File: config.mk
export PLATFORM = sky130hd
export DESIGN_NAME = mem_port_arbiter_flat
export DESIGN_NICKNAME = d
export VERILOG_FILES = /design/src/rtl/mem_bus_pkg.sv /design/src/rtl/mem_port_arbiter_if.sv /design/src/rtl/mem_port_arbiter.sv /design/src/flat_wrapper.sv
export SDC_FILE = /design/constraint.sdc
export NUM_CORES = 1
export LEC_CHECK = 0
export CAP_MARGIN = 20
export CORE_ASPECT_RATIO = 0.5
export CORE_MARGIN = 2
export CORE_UTILIZATION = 24
export DETAILED_ROUTE_END_ITERATION = 6
export HOLD_SLACK_MARGIN = 0.1
export PLACE_DENSITY = 0.87
export RECOVER_POWER = 100
export SKIP_CTS_REPAIR_TIMING = 1
export SYNTH_ARGS = -nofsm -noshare
export SYNTH_HDL_FRONTEND = slang
export SYNTH_SLANG_ARGS = --single-unit
File: constraint.sdc
create_clock -name clk -period 3.87 [get_ports clk]
set_clock_uncertainty 0.1 [all_clocks]
set_input_delay 0.774 -clock clk [delete_from_list [all_inputs] [get_ports clk]]
set_output_delay 0.774 -clock clk [all_outputs]
set_load 0.05 [all_outputs]
File: src/rtl/mem_bus_pkg.sv
// Shared memory-bus definitions: bus-owner and arbiter state encodings, default widths.
// The address decoder and the DMA engine use the same width defaults.
package mem_bus_pkg;

  localparam int unsigned MEM_ADDR_W = 11;
  localparam int unsigned MEM_DATA_W = 32;

  typedef enum logic [1:0] {
    OWN_NONE = 2'd0,
    OWN_CPU  = 2'd1,
    OWN_DMA  = 2'd2
  } owner_e;

  typedef enum logic {
    S_CPU = 1'b0,
    S_DMA = 1'b1
  } arb_state_e;

endpackage

File: src/rtl/mem_port_arbiter_if.sv
// CPU data bus, DMA bus and RAM port-B pins seen by the port-B arbiter.
// The slave modport is the arbiter's view; the master modport is the view of the requesters and RAM.
interface mem_port_arbiter_if
  import mem_bus_pkg::*;
#(
  parameter int unsigned ADDR_W = MEM_ADDR_W,
  parameter int unsigned DATA_W = MEM_DATA_W
);

  logic              cpu_req;
  logic              cpu_we;
  logic [ADDR_W-1:0] cpu_addr;
  logic [DATA_W-1:0] cpu_wdata;
  logic              cpu_stall;
  logic              cpu_rvalid;
  logic [DATA_W-1:0] cpu_rdata;

  logic              dma_req;
  logic              dma_lock;
  logic              dma_we;
  logic [ADDR_W-1:0] dma_addr;
  logic [DATA_W-1:0] dma_wdata;
  logic              dma_gnt;
  logic              dma_rvalid;
  logic [DATA_W-1:0] dma_rdata;

  logic              mem_en;
  logic              mem_we;
  logic [ADDR_W-1:0] mem_addr;
  logic [DATA_W-1:0] mem_wdata;
  logic [DATA_W-1:0] mem_rdata;

  modport slave (
    input  cpu_req, cpu_we, cpu_addr, cpu_wdata,
    output cpu_stall, cpu_rvalid, cpu_rdata,
    input  dma_req, dma_lock, dma_we, dma_addr, dma_wdata,
    output dma_gnt, dma_rvalid, dma_rdata,
    output mem_en, mem_we, mem_addr, mem_wdata,
    input  mem_rdata
  );

  modport master (
    output cpu_req, cpu_we, cpu_addr, cpu_wdata,
    input  cpu_stall, cpu_rvalid, cpu_rdata,
    output dma_req, dma_lock, dma_we, dma_addr, dma_wdata,
    input  dma_gnt, dma_rvalid, dma_rdata,
    input  mem_en, mem_we, mem_addr, mem_wdata,
    output mem_rdata
  );

endinterface

File: src/rtl/mem_port_arbiter.sv
// RAM port-B arbiter: CPU has default priority, DMA gets capped locked bursts
// and a forced grant after STARVE_LIM consecutive denied cycles.
module mem_port_arbiter
  import mem_bus_pkg::*;
#(
  parameter int unsigned ADDR_W     = MEM_ADDR_W,
  parameter int unsigned DATA_W     = MEM_DATA_W,
  parameter int unsigned MAX_BURST  = 8,
  parameter int unsigned STARVE_LIM = 4
) (
  input logic               clk,
  input logic               reset,
  mem_port_arbiter_if.slave bus
);

  localparam int unsigned BURST_W  = $clog2(MAX_BURST) + 1;
  localparam int unsigned STARVE_W = $clog2(STARVE_LIM) + 1;
  localparam logic [BURST_W-1:0]  BURST_CAP  = BURST_W'(MAX_BURST);
  localparam logic [STARVE_W-1:0] STARVE_CAP = STARVE_W'(STARVE_LIM);

  arb_state_e          r_state;
  logic [BURST_W-1:0]  r_burst_cnt;
  logic [STARVE_W-1:0] r_starve_cnt;
  owner_e              r_rd_owner_q;

  arb_state_e          w_state_nx;
  logic [BURST_W-1:0]  w_burst_nx;
  logic [STARVE_W-1:0] w_starve_nx;
  owner_e              w_owner_nx;
  logic                w_gnt_cpu;
  logic                w_gnt_dma;
  logic [ADDR_W-1:0]   w_mem_addr;
  logic [DATA_W-1:0]   w_mem_wdata;

  always_ff @(posedge clk) begin
    if (reset) begin
      r_state      <= S_CPU;
      r_burst_cnt  <= '0;
      r_starve_cnt <= '0;
      r_rd_owner_q <= OWN_NONE;
    end else begin
      r_state      <= w_state_nx;
      r_burst_cnt  <= w_burst_nx;
      r_starve_cnt <= w_starve_nx;
      r_rd_owner_q <= w_owner_nx;
    end
  end

  // Grant decision lives here since both the next state and the mem mux depend on it.
  always_comb begin
    w_state_nx  = r_state;
    w_burst_nx  = r_burst_cnt;
    w_starve_nx = r_starve_cnt;
    w_gnt_cpu   = 1'b0;
    w_gnt_dma   = 1'b0;
    if (!reset) begin
      if (r_state == S_DMA && bus.dma_req) begin
        w_gnt_dma   = 1'b1;
        w_burst_nx  = r_burst_cnt + 1'b1;
        w_starve_nx = '0;
        if (!bus.dma_lock || w_burst_nx == BURST_CAP)
          w_state_nx = S_CPU;
      end else begin
        if (r_starve_cnt == STARVE_CAP && bus.dma_req) begin
          w_gnt_dma = 1'b1;
        end else if (bus.cpu_req) begin
          w_gnt_cpu = 1'b1;
          if (bus.dma_req)
            w_starve_nx = r_starve_cnt + 1'b1;
        end else if (bus.dma_req) begin
          w_gnt_dma = 1'b1;
        end
        if (w_gnt_dma || !bus.dma_req)
          w_starve_nx = '0;
        w_state_nx = S_CPU;
        if (w_gnt_dma && bus.dma_lock) begin
          w_state_nx = S_DMA;
          w_burst_nx = BURST_W'(1);
        end
      end
    end
    w_owner_nx = OWN_NONE;
    if (w_gnt_cpu && !bus.cpu_we)
      w_owner_nx = OWN_CPU;
    else if (w_gnt_dma && !bus.dma_we)
      w_owner_nx = OWN_DMA;
  end

  always_comb begin
    w_mem_addr  = '0;
    w_mem_wdata = '0;
    bus.mem_we  = 1'b0;
    if (w_gnt_cpu) begin
      bus.mem_we  = bus.cpu_we;
      w_mem_addr  = bus.cpu_addr;
      w_mem_wdata = bus.cpu_wdata;
    end else if (w_gnt_dma) begin
      bus.mem_we  = bus.dma_we;
      w_mem_addr  = bus.dma_addr;
      w_mem_wdata = bus.dma_wdata;
    end
    bus.mem_en    = w_gnt_cpu | w_gnt_dma;
    bus.mem_addr  = w_mem_addr;
    bus.mem_wdata = w_mem_wdata;
    bus.dma_gnt   = w_gnt_dma;
    bus.cpu_stall = bus.cpu_req & ~w_gnt_cpu & ~reset;
    // Gating with reset drops a read granted in the cycle before reset.
    bus.cpu_rvalid = ~reset & (r_rd_owner_q == OWN_CPU);
    bus.dma_rvalid = ~reset & (r_rd_owner_q == OWN_DMA);
    bus.cpu_rdata  = bus.cpu_rvalid ? bus.mem_rdata : '0;
    bus.dma_rdata  = bus.dma_rvalid ? bus.mem_rdata : '0;
  end

endmodule
File: src/flat_wrapper.sv
// flat-port wrapper written by rule: the top's interface ports become plain ports
module mem_port_arbiter_flat import mem_bus_pkg::*;
#(
  parameter int unsigned ADDR_W     = MEM_ADDR_W,
  parameter int unsigned DATA_W     = MEM_DATA_W,
  parameter int unsigned MAX_BURST  = 8,
  parameter int unsigned STARVE_LIM = 4
)
  (clk, reset, bus_cpu_req, bus_cpu_we, bus_cpu_addr, bus_cpu_wdata, bus_cpu_stall, bus_cpu_rvalid, bus_cpu_rdata, bus_dma_req, bus_dma_lock, bus_dma_we, bus_dma_addr, bus_dma_wdata, bus_dma_gnt, bus_dma_rvalid, bus_dma_rdata, bus_mem_en, bus_mem_we, bus_mem_addr, bus_mem_wdata, bus_mem_rdata);
  mem_port_arbiter_if #(.ADDR_W(ADDR_W), .DATA_W(DATA_W)) bus_i ();
  input logic clk;
  input logic reset;
  input wire logic [$bits(bus_i.cpu_req)-1:0] bus_cpu_req;
  input wire logic [$bits(bus_i.cpu_we)-1:0] bus_cpu_we;
  input wire logic [$bits(bus_i.cpu_addr)-1:0] bus_cpu_addr;
  input wire logic [$bits(bus_i.cpu_wdata)-1:0] bus_cpu_wdata;
  output wire logic [$bits(bus_i.cpu_stall)-1:0] bus_cpu_stall;
  output wire logic [$bits(bus_i.cpu_rvalid)-1:0] bus_cpu_rvalid;
  output wire logic [$bits(bus_i.cpu_rdata)-1:0] bus_cpu_rdata;
  input wire logic [$bits(bus_i.dma_req)-1:0] bus_dma_req;
  input wire logic [$bits(bus_i.dma_lock)-1:0] bus_dma_lock;
  input wire logic [$bits(bus_i.dma_we)-1:0] bus_dma_we;
  input wire logic [$bits(bus_i.dma_addr)-1:0] bus_dma_addr;
  input wire logic [$bits(bus_i.dma_wdata)-1:0] bus_dma_wdata;
  output wire logic [$bits(bus_i.dma_gnt)-1:0] bus_dma_gnt;
  output wire logic [$bits(bus_i.dma_rvalid)-1:0] bus_dma_rvalid;
  output wire logic [$bits(bus_i.dma_rdata)-1:0] bus_dma_rdata;
  output wire logic [$bits(bus_i.mem_en)-1:0] bus_mem_en;
  output wire logic [$bits(bus_i.mem_we)-1:0] bus_mem_we;
  output wire logic [$bits(bus_i.mem_addr)-1:0] bus_mem_addr;
  output wire logic [$bits(bus_i.mem_wdata)-1:0] bus_mem_wdata;
  input wire logic [$bits(bus_i.mem_rdata)-1:0] bus_mem_rdata;
  assign bus_i.cpu_req = bus_cpu_req;
  assign bus_i.cpu_we = bus_cpu_we;
  assign bus_i.cpu_addr = bus_cpu_addr;
  assign bus_i.cpu_wdata = bus_cpu_wdata;
  assign bus_cpu_stall = bus_i.cpu_stall;
  assign bus_cpu_rvalid = bus_i.cpu_rvalid;
  assign bus_cpu_rdata = bus_i.cpu_rdata;
  assign bus_i.dma_req = bus_dma_req;
  assign bus_i.dma_lock = bus_dma_lock;
  assign bus_i.dma_we = bus_dma_we;
  assign bus_i.dma_addr = bus_dma_addr;
  assign bus_i.dma_wdata = bus_dma_wdata;
  assign bus_dma_gnt = bus_i.dma_gnt;
  assign bus_dma_rvalid = bus_i.dma_rvalid;
  assign bus_dma_rdata = bus_i.dma_rdata;
  assign bus_mem_en = bus_i.mem_en;
  assign bus_mem_we = bus_i.mem_we;
  assign bus_mem_addr = bus_i.mem_addr;
  assign bus_mem_wdata = bus_i.mem_wdata;
  assign bus_i.mem_rdata = bus_mem_rdata;
  mem_port_arbiter #(.ADDR_W(ADDR_W), .DATA_W(DATA_W), .MAX_BURST(MAX_BURST), .STARVE_LIM(STARVE_LIM)) u_core (.clk(clk), .reset(reset), .bus(bus_i));
endmodule
==> summary.txt <==
Critical path
  – Worst Setup Path Type: input pin to output pin
  – Endpoint class of the critical path: output pin
  – Reg-to-Reg Start: u_core.r_starve_cnt[0]
  – CP Launch Type: input pin
  – Slowest-stage cell, CP: dlygate4sd3_1
  – CP Cell Sequence: dlygate4sd3_1 > nand2b_4 > a21oi_4 > buf_4 > a22o_1 > clkbuf_2
  – CP max FO: 29
  – Critical path startpoint: bus_dma_req
  – Worst path arrival time: ~2.8 ns
  – CP peak stage delay: between 0.8 and 0.9 ns
  – Worst Path Required: 3.00 ns

GRT
  – Grt ovf: 0
  – Gr usage total: 29.6%
  – Largest net degree at the start of global routing: between 40 and 50
  – Initial antenna violation count: 0
  – Met3 Track Usage GR: between 7 and 8%
  – Met1 Usage GRT: a little under a third
  – Vias in the first global route: ~2600
  – GR Util met2: between 50% and 60%
  – First-pass GRT wire length: between 15000 and 20000 um
  – Gr busiest metal: met2

Finish
  – Fillers: 332
  – Fin nets: around 550
  – Antenna Cells: 0
  – Final cell count without fillers: approximately 490
  – Layout cells sized above 1: 30.5%
  – Area grow syn2layout: 217%

Clock network
  – Clock Sinks: 10
  – CTS Root Cell: clkbuf_16
  – Clock Pin Slew Worst Setup and Hold Paths: 0.04 ns
  – CTS tree: built
  – # H-tree levels: 1
  – Latest clock arrival within the worst-skew pair: around 0.24 ns
  – Clock Path Buffers: 2
  – Clock buffer count from CTS: 3

Outcome
  – Outcome: complete, no violations

Timing
  – Setup tns final: 0 ns
  – Final Hold Fails: 0
  – WHS: roughly 0.37 ns
  – Setup ws final: 0.244 ns
  – Worst-margin pin slew: 0.618 ns
  – Final Critical Period: between 3 and 4 ns
  – Fin crit share: between 90% and 100%
  – Finish-stage setup viols: 0
  – RSZ-0062 raised after global routing: false
  – Slew margin rel.: 59.0%
  – Fmax: approximately 280 MHz
  – Max-slew violation count: 0

Floorplan
  – Initial Util: 24.6%
  – CORE AREA: between 5000 and 6000 um2
  – Die area: 6810 um2
  – Row count: 20
  – Die W: about 110 um
  – Die height: 59.3 um
  – Top Ports: approximately 240

Placement
  – Number of port buffers: between 200 and 250
  – Placed Cells: approximately 490
  – RD Place Congestion: between 0.9 and 1
  – Final HPWL DP: slightly below 9000 um
  – Worst slack at placement: between 0.4 and 0.5 ns

Synthesis
  – Synth async-reset ratio: 0%
  – Sequential share of the synthesized area: a little over an eighth
  – Synth Net Count: 317
  – Post-Syn Area: ~1500 um2
  – Count of different cell masters after synthesis: 31
  – Ys Warns: 0
  – Adder-cell area share of the yosys netlist: ~2.6%
  – Count leader, synth: and2_1
  – Synth Area in Compound Gates: 34.2%
  – Cell taking the most area after synthesis: and2_1
  – Synth Area in Simple Gates: between 30% and 40%
  – Synth Instances: approximately 190
  – Synth Area in XOR/XNOR: 0.596%
  – Top cell type's share of synthesized area: between 20 and 30%
  – Largest family of logic cells by synthesized area: simple AND/OR/NAND/NOR gates
  – Synth top cells by count: 64 x and2_1, 44 x a22o_1, 10 x dfxtp_1
  – Ranking of synthesized cells by area: and2_1 27%, a22o_1 26%, dfxtp_1 14%, buf_6 3.1%, buf_4 2.6%
  – Main synth FF type: dfxtp_1
  – Syn Area/Cell: slightly below 8 um2
  – EDFF count, synth: 0
  – Post-synthesis mux area share: 0.766%
  – Register bit total from synthesis: 10

Routing
  – Total wire length: approximately 11000 um
  – Drt wl/cell: 21.3 um
  – Vias per cell: ~5
  – Via Count: roughly 2400
  – Number of iterations in the first detailed-routing pass: 4
  – Iteration-0 DRC Markers: approximately 120
  – Antenna viol nets, final: 0
  – DRC viols: 0

Power and ir drop
  – P per Cell Area: ~170 nW/um2
  – Leak: 1.90 nW
  – VDD IR max: between 150 and 200 uV
  – Tot Pwr: just under 800 uW

Flow run
  – Max-Cap Viols: 0

Min path
  – Hold_sp: u_core.r_starve_cnt[0]
  – Hold Path Class: flip-flop to flip-flop
[worst max-delay path: cells and delay by family]
kind	cells	cell delay (ns)
AOI/OAI and AO/OA	2	0.38
buffers and inverters	3	1.48
and+or+nand+nor	1	0.09
[layer usage]
metal / share of wire [%] / wire (um)
met3: 7.0 / 741
met2: 55 / 5790
met5: 0 / 0
met4: 3.5 / 365
met1: 34 / 3620
[metrics by stage]
stage	area (um2)	util [%]
after global placement	4990	83.5
after floorplan	1470	-
after CTS	5080	85.0
after global routing	4670	78.0
after detailed placement	4990	83.5
final	4670	78.0
[cell families (layout without fill, tap and decap cells)]
group,count (synthesis),in the layout
simple gates,89,89
flops,10,10
xor+xnor,1,1
fa+ha+maj,3,3
buf+inv,24,251
compound gates,61,61
mux,1,1
[area by class of cell]
class	instances	area, um2	area share [%]
Timing Repair Buffer	242	3120	66.9
Multi-Input combinational cell	155	1140	24.4
Sequential cell	10	200	4.29
Tap cell	77	96.3	2.06
Clock buffer	4	88.8	1.90
Inverter	5	18.8	0.402
[power by group]
| part | switching (mW) | leakage [nW] | internal (mW) | total (mW) |
|---|---|---|---|---|
| Sequential | 0.00285 | 0.0812 | 0.106 | 0.109 |
| Clock | 0.0473 | 0.0442 | 0.155 | 0.203 |
| Combinational | 0.244 | 1.77 | 0.236 | 0.480 |
| Total | 0.294 | 1.90 | 0.497 | 0.791 |
[state kept, by name (all words and copies together), names as in the netlist]
| register | flops |
|---|---|
| u_core.r_state | 1 |
| u_core.r_rd_owner_q | 2 |
| u_core.r_starve_cnt | 3 |
| u_core.r_burst_cnt | 4 |
[final timing paths]
path / to / slack [ns] / depth (start not counted)
setup / recovery: bus_mem_wdata[24] / 0.24 / 6
hold / removal: u_core.r_starve_cnt[0] / 0.37 / 1
setup reg to reg: u_core.r_state / 2.14 / 6
hold reg to reg: u_core.r_starve_cnt[0] / 0.37 / 1
[layout by cell type, fill, tap and decap left out, types with 3 or more instances in the layout]
| cell | Yosys | layout |
|---|---|---|
| nor2b_1 | 5 | 5 |
| clkdlybuf4s50_1 | 0 | 121 |
| buf_12 | 0 | 86 |
| a21oi_1 | 3 | 3 |
| o21ai_0 | 4 | 4 |
| a22o_1 | 44 | 44 |
| inv_1 | 5 | 5 |
| clkbuf_2 | 0 | 29 |
| nand2b_1 | 3 | 3 |
| nor2_1 | 4 | 4 |
| clkbuf_16 | 0 | 3 |
| nand2_1 | 3 | 3 |
| ha_1 | 3 | 3 |
| dfxtp_1 | 10 | 10 |
| dlygate4sd3_1 | 0 | 3 |
| and2_0 | 0 | 64 |
Note: power is estimated with default switching activity, not from simulation.
